File: src/rtl/sent_pkg.sv
// sent_pkg: shared SENT CRC constants, mode encodings, FSM states and helpers
package sent_pkg;

    localparam logic [2:0] MODE_FAST6 = 3'b001;
    localparam logic [2:0] MODE_FAST4 = 3'b010;
    localparam logic [2:0] MODE_FAST3 = 3'b011;
    localparam logic [2:0] MODE_SHORT = 3'b100;
    localparam logic [2:0] MODE_ENH   = 3'b101;

    localparam logic [3:0] CRC4_SEED = 4'b0101;
    localparam logic [5:0] CRC6_SEED = 6'b010101;

    // x^4+x^3+x^2+1 and x^6+x^4+x^3+1, leading term implicit
    localparam logic [3:0] CRC4_POLY = 4'hD;
    localparam logic [5:0] CRC6_POLY = 6'h19;

    localparam logic [2:0] NIB_FAST6 = 3'd6;
    localparam logic [2:0] NIB_FAST4 = 3'd4;
    localparam logic [2:0] NIB_FAST3 = 3'd3;
    localparam logic [2:0] NIB_SHORT = 3'd4;
    localparam logic [2:0] NIB_ENH   = 3'd6;

    // CRC-4 state advanced by four zero bits through CRC4_POLY
    localparam logic [3:0] T4 [16] = '{4'd0, 4'd13, 4'd7, 4'd10, 4'd14, 4'd3, 4'd9, 4'd4,
                                       4'd1, 4'd12, 4'd6, 4'd11, 4'd15, 4'd2, 4'd8, 4'd5};

    typedef enum logic [2:0] {IDLE, ACCUM, AUG, WAIT_CRC, RESULT} state_e;

    // Zero marks an invalid mode
    function automatic logic [2:0] nib_count(input logic [2:0] m);
        return m == MODE_FAST6 ? NIB_FAST6 :
               m == MODE_FAST4 ? NIB_FAST4 :
               m == MODE_FAST3 ? NIB_FAST3 :
               m == MODE_SHORT ? NIB_SHORT :
               m == MODE_ENH   ? NIB_ENH   : 3'd0;
    endfunction

    function automatic logic mode_valid(input logic [2:0] m);
        return nib_count(m) != 3'd0;
    endfunction

    // One MSB-first bit step of the CRC-6 register
    function automatic logic [5:0] crc6_bit(input logic [5:0] c, input logic b);
        return {c[4:0], 1'b0} ^ ((c[5] ^ b) ? CRC6_POLY : 6'h00);
    endfunction

endpackage

File: src/rtl/sent_crc_step.sv
// sent_crc_step: one-cycle nibble update for CRC-4 (table) and CRC-6 (bitwise)
module sent_crc_step
    import sent_pkg::*;
(
    input  logic       i_is6,
    input  logic       i_aug,
    input  logic [5:0] i_crc,
    input  logic [3:0] i_nib,
    output logic [5:0] o_crc
);

    logic [5:0] w_c6;
    logic [5:0] w_z6;

    // CRC-6 takes four data bits normally, six zero bits during augmentation
    always_comb begin
        w_c6 = i_crc;
        for (int k = 3; k >= 0; k--) w_c6 = crc6_bit(w_c6, i_nib[k]);
        w_z6 = i_crc;
        for (int k = 0; k < 6; k++) w_z6 = crc6_bit(w_z6, 1'b0);
        o_crc = i_is6 ? (i_aug ? w_z6 : w_c6) : {2'b00, T4[i_crc[3:0]] ^ i_nib};
    end

endmodule

File: src/rtl/sent_rx_crc_check.sv
// sent_rx_crc_check: accumulates received SENT nibbles and checks the frame CRC
module sent_rx_crc_check
    import sent_pkg::*;
(
    input  logic       clk_rx,
    input  logic       reset_n_rx,
    input  logic [2:0] mode_i,
    input  logic       frame_start_i,
    input  logic       nibble_valid_i,
    input  logic [3:0] nibble_i,
    input  logic       crc_valid_i,
    input  logic [5:0] crc_i,
    output logic       crc_check_done_o,
    output logic       crc_ok_o,
    output logic       crc_err_o,
    output logic       frame_err_o,
    output logic [5:0] crc_calc_o
);

    state_e     r_state;
    logic [2:0] r_mode;
    logic [2:0] r_cnt;
    logic [5:0] r_crc;
    logic       r_ok;
    logic       r_err;
    logic       r_ferr;

    state_e     w_state_nxt;
    logic [2:0] w_mode_nxt;
    logic [2:0] w_cnt_nxt;
    logic [5:0] w_crc_nxt;
    logic       w_ok_nxt;
    logic       w_err_nxt;
    logic       w_ferr_nxt;
    logic       w_fail;

    logic       w_is6;
    logic       w_aug;
    logic [2:0] w_n;
    logic [5:0] w_step;
    logic [5:0] w_seed;
    logic       w_match;

    assign w_is6   = r_mode == MODE_ENH;
    assign w_aug   = r_state == AUG;
    assign w_n     = nib_count(r_mode);
    assign w_seed  = mode_i == MODE_ENH ? CRC6_SEED : {2'b00, CRC4_SEED};
    assign w_match = w_is6 ? crc_i == r_crc : crc_i[3:0] == r_crc[3:0];

    sent_crc_step u_step (
        .i_is6 (w_is6),
        .i_aug (w_aug),
        .i_crc (r_crc),
        .i_nib (w_aug ? 4'h0 : nibble_i),
        .o_crc (w_step)
    );

    // FSM state and frame context registers
    always_ff @(posedge clk_rx or negedge reset_n_rx) begin
        if (!reset_n_rx) begin
            r_state <= IDLE;
            r_mode  <= 3'd0;
            r_cnt   <= 3'd0;
            r_crc   <= CRC6_SEED;
            r_ok    <= 1'b0;
            r_err   <= 1'b0;
            r_ferr  <= 1'b0;
        end else begin
            r_state <= w_state_nxt;
            r_mode  <= w_mode_nxt;
            r_cnt   <= w_cnt_nxt;
            r_crc   <= w_crc_nxt;
            r_ok    <= w_ok_nxt;
            r_err   <= w_err_nxt;
            r_ferr  <= w_ferr_nxt;
        end
    end

    // Next state; frame_start_i overrides everything, including a pending result
    always_comb begin
        w_state_nxt = r_state;
        w_mode_nxt  = r_mode;
        w_cnt_nxt   = r_cnt;
        w_crc_nxt   = r_crc;
        w_ok_nxt    = r_ok;
        w_err_nxt   = r_err;
        w_ferr_nxt  = r_ferr;
        w_fail      = 1'b0;
        case (r_state)
            ACCUM: begin
                if (nibble_valid_i && r_cnt != w_n) begin
                    w_crc_nxt = w_step;
                    w_cnt_nxt = r_cnt + 3'd1;
                end
                w_fail      = crc_valid_i;
                w_state_nxt = r_cnt == w_n ? AUG : ACCUM;
            end
            AUG: begin
                w_crc_nxt   = w_step;
                w_fail      = crc_valid_i;
                w_state_nxt = WAIT_CRC;
            end
            WAIT_CRC: begin
                w_fail = nibble_valid_i;
                if (crc_valid_i) begin
                    w_state_nxt = RESULT;
                    w_ok_nxt    = w_match;
                    w_err_nxt   = !w_match;
                    w_ferr_nxt  = 1'b0;
                end
            end
            RESULT:  w_state_nxt = IDLE;
            default: w_state_nxt = IDLE;
        endcase
        if (w_fail || (frame_start_i && !mode_valid(mode_i))) begin
            w_state_nxt = RESULT;
            w_ok_nxt    = 1'b0;
            w_err_nxt   = 1'b0;
            w_ferr_nxt  = 1'b1;
        end
        if (frame_start_i && mode_valid(mode_i)) begin
            w_state_nxt = ACCUM;
            w_mode_nxt  = mode_i;
            w_cnt_nxt   = 3'd0;
            w_crc_nxt   = w_seed;
        end
    end

    // Registered result outputs, pulsed for the cycle after RESULT
    always_ff @(posedge clk_rx or negedge reset_n_rx) begin
        if (!reset_n_rx) begin
            crc_check_done_o <= 1'b0;
            crc_ok_o         <= 1'b0;
            crc_err_o        <= 1'b0;
            frame_err_o      <= 1'b0;
            crc_calc_o       <= 6'd0;
        end else begin
            crc_check_done_o <= r_state == RESULT;
            crc_ok_o         <= r_state == RESULT && r_ok;
            crc_err_o        <= r_state == RESULT && r_err;
            frame_err_o      <= r_state == RESULT && r_ferr;
            crc_calc_o       <= r_state == RESULT ? r_crc : crc_calc_o;
        end
    end

endmodule

File: config.mk
export PLATFORM = sky130hd
export DESIGN_NAME = sent_rx_crc_check
export DESIGN_NICKNAME = d
export VERILOG_FILES = /design/src/rtl/sent_pkg.sv /design/src/rtl/sent_crc_step.sv /design/src/rtl/sent_rx_crc_check.sv
export SDC_FILE = /design/constraint.sdc
export NUM_CORES = 1
export LEC_CHECK = 0
export ABC_AREA = 1
export ABC_CLOCK_PERIOD_IN_PS = 3950
export BUFFER_PORTS_ARGS = -buffer_cell sky130_fd_sc_hd__buf_2
export CAP_MARGIN = 40
export CORE_ASPECT_RATIO = 0.9
export CORE_UTILIZATION = 49
export DETAILED_ROUTE_END_ITERATION = 10
export HOLD_SLACK_MARGIN = 0.15
export PLACE_DENSITY = 0.7
export SLEW_MARGIN = 10
export SYNTH_ARGS = -nofsm -noshare
export SYNTH_HDL_FRONTEND = slang
export SYNTH_SLANG_ARGS = --single-unit
export TNS_END_PERCENT = 10
File: constraint.sdc
create_clock -name clk_rx -period 3.95 [get_ports clk_rx]
set_input_delay 0.5925 -clock clk_rx [delete_from_list [all_inputs] [get_ports clk_rx]]
set_output_delay 0.5925 -clock clk_rx [all_outputs]
set_load 0.01 [all_outputs]
==> impl_metrics.json <==
{
  "root_buffer": "clkbuf_8",
  "antenna_found_initial": 0,
  "p_per_area_mw_per_mm2": 679,
  "syn_to_final_growth_pct": 9.81,
  "timing.rr.start": "r_state[2]",
  "max_slew_margin_pct": 60.5,
  "setup_viol": 0,
  "crit_type": "reg2reg",
  "cts_tree": "yes",
  "dr.pass1.iters": 4,
  "synth_flop_cell": "dfrtp_1",
  "wl_per_cell_microns": 11.8,
  "dp_slack_ns": 1.93,
  "pwr-share-clk_pct": 12.2,
  "crit_path_end_kind": "flip-flop",
  "final_core_util_pct": 56.3,
  "ys_ff_latch": 28,
  "detailroute.via_count": 1650,
  "fin_crit_ns": 1.98,
  "slew_viol_final": 0,
  "avgSynthCellArea_sq_um": 7.54,
  "power.share.sequential_pct": 34.7,
  "grt_max_degree": 29,
  "finalHoldViolations": 0,
  "status": "complete, no violations",
  "avgViaCountPerCell": 5.12,
  "worst_slack_ns": 1.97,
  "async_reset_ff_share_pct": 100,
  "core_sq_mm": 0.00370,
  "synthesis.nets": 273,
  "r2r_slack_ns": 1.97,
  "drt_iter0_drc": 100,
  "remaining_drc_errors": 0,
  "grt-ovfl-total": 0,
  "ir_drop_uv": 224,
  "ys_top_cells_by_count": "nand2_1, inv_1, dfrtp_1",
  "syn_area_sq_mm": 0.00190,
  "yosys_warnings": 0,
  "met3_usage_pct": 4.44,
  "grt_pass1_vias": 1342,
  "timing.fmax_ghz": 0.505,
  "p_int_uw": 788,
  "arrival_ns": 2.12,
  "worst_pin_slew_ns": 0.592,
  "hpwl_microns": 3050,
  "hp-class": "in2async",
  "finalClockSkew_ns": 0.00298,
  "synth_cell_types": 35,
  "r2r_cells": 11,
  "max_stage_delay_ns": 0.40,
  "start_util_pct": 51.3,
  "cts_resized": 0,
  "clock_sinks": 28,
  "cts_max_level": 1,
  "use_met2_pct": 32.4,
  "path_common_cell": "nand2_1",
  "drive_gt1_share_pct": 18.1,
  "yosysSeqAreaShare_pct": 37.1,
  "fin_nets": 298,
  "cap_violations": 0,
  "critPathRequiredTime_ns": 4.09,
  "switching_share_pct": 44.4,
  "die_h_microns": 61.1,
  "fp-row-count": 21,
  "final.period_utilization_pct": 50.2,
  "yosys.area.top_type": "dfrtp_1",
  "grt_pass1_wl_microns": 6220,
  "antenna_cells": 0,
  "p_total_mw": 1.42,
  "synth_edf_count": 0,
  "routed_wl_microns": 3810,
  "p_leak_nw": 1.10,
  "grt_busiest_layer": "met2",
  "die-area_sq_mm": 0.00413,
  "synth_top_area_share_pct": 32.9,
  "grt_usage_pct": 20.4,
  "chipWidth_microns": 67.7,
  "critPathSlowestCell": "dfrtp_1",
  "p_switching_uw": 629,
  "netlist_instances": 252,
  "gr-usage-met1_pct": 28.8,
  "cp_max_fo": 15,
  "clock_path_buffers": 2,
  "startpoint": "r_state[2]",
  "n_fill_cell": 362,
  "io_pins": 28,
  "place_congestion": 0.913,
  "r2r_end": "r_crc[5]",
  "path_cells": "inv_1 > nand3_2 > nand2_1 > nand2_1 > nand2_1 > nand2_1 > nand2_1 > xor2_1 > nand2_1 > nand4_1 > o21ai_0",
  "yosysMostFrequentCell": "nand2_1",
  "clkTransAtPathRegs_ns": 0.09,
  "postCtsSetupBuffers": 0,
  "fin_setup_tns_ns": 0,
  "numCtsBuffers": 3,
  "clk_latency_ns": 0.27,
  "cts_hold_buffers": 0,
  "io_buffers": 27,
  "ant_nets": 0,
  "worstSetupStartpointType": "flip-flop",
  "rsz0062_at_grt": "no",
  "combPwrFrac_pct": 53.1,
  "yosys-top-cells-area": "dfrtp_1, nand2_1, xor2_1, inv_1, nand3_1"
}
logic make-up (layout without fill, tap and decap cells):
logic type | after synthesis | count (layout) | synth area share, %
muxes | 1 | 1 | 0.592
xor gates and xnor gates | 22 | 22 | 10.1
buffers and inverters | 41 | 65 | 10.3
and+or+nand+nor | 116 | 116 | 27.7
adders and majority gates | 3 | 3 | 1.98
AOI/OAI and AO/OA | 41 | 41 | 12.3
DFF | 28 | 28 | 37.1
state kept, by name, indices dropped and copies added, names as in the netlist:
| register | count |
|---|---|
| frame_err_o | 1 |
| crc_err_o | 1 |
| crc_ok_o | 1 |
| crc_calc_o | 6 |
| r_cnt | 3 |
| r_ferr | 1 |
| r_err | 1 |
| r_ok | 1 |
| r_mode | 3 |
| crc_check_done_o | 1 |
| r_crc | 6 |
| r_state | 3 |
cell type report:
cell class | instances | area [sq um] | area share, %
Multi-Input combinational cell | 183 | 1000 | 48.0
Sequential cell | 28 | 704 | 33.8
Timing Repair Buffer | 28 | 143 | 6.83
Inverter | 33 | 126 | 6.06
Tap cell | 46 | 57.6 | 2.76
Clock buffer | 4 | 55.1 | 2.64
power by group through the flow:
stage | clock [mW] | combinational (mW) | sequential (mW)
after global placement | 0 | 0.735 | 0.494
after floorplan | 0 | 0.643 | 0.461
after detailed placement | 0 | 0.750 | 0.497
final | 0.173 | 0.753 | 0.491
after global routing | 0.193 | 0.862 | 0.507
after CTS | 0.179 | 0.754 | 0.491
cell usage in the layout (no fill, tap or decap), types with 3 or more instances in the layout:
cell type  count
nor3_1         3
nand4_1        5
dfrtp_1       25
inv_1         29
clkbuf_8       4
inv_2          3
a21oi_1        8
nand3_1       20
dfstp_2        3
xor2_1        14
a31oi_1        3
o22ai_1        4
o21ai_0       18
nor2_1        15
ha_1           3
nand2_1       61
buf_2         27
or2_2          3
xnor2_1        8
critical path, delay by kind of cell (launching register included):
family,cells,cell delay [ns]
buffers and inverters,1,0.10
flip-flops,1,0.40
XOR/XNOR,1,0.16
AO/OA/AOI/OAI,1,0.10
AND/OR/NAND/NOR,8,1.10
per-layer routing:
layer | share of wire [%] | up-vias | routed length (microns)
met2 | 44 | 38 | 1670
met1 | 51 | 744 | 1920
met4 | 0.50 | 0 | 19
li1 | - | 866 | -
met5 | 0 | - | 0
met3 | 5.1 | 2 | 195
per-stage QoR:
stage	cell area, sq um	hold WS (ns)	std cells
2_1_floorplan	1900	0.297	252
3_3_place_gp	2030	0.460	318
5_1_grt	2090	0.363	322
4_1_cts	2090	0.341	322
6_report	2090	0.317	322
3_5_place_dp	2030	0.468	318
worst max path at each step:
stage | endpoint | slack, ns | depth (start not counted)
2_1_floorplan | r_crc[3] | 2.22 | 9
3_3_place_gp | r_crc[4] | 2.02 | 8
3_5_place_dp | r_crc[5] | 1.93 | 7
4_1_cts | r_crc[5] | 1.99 | 11
5_1_grt | r_crc[5] | 1.78 | 11
6_report | r_crc[5] | 1.97 | 11
Note: power is estimated with default switching activity, not from simulation.
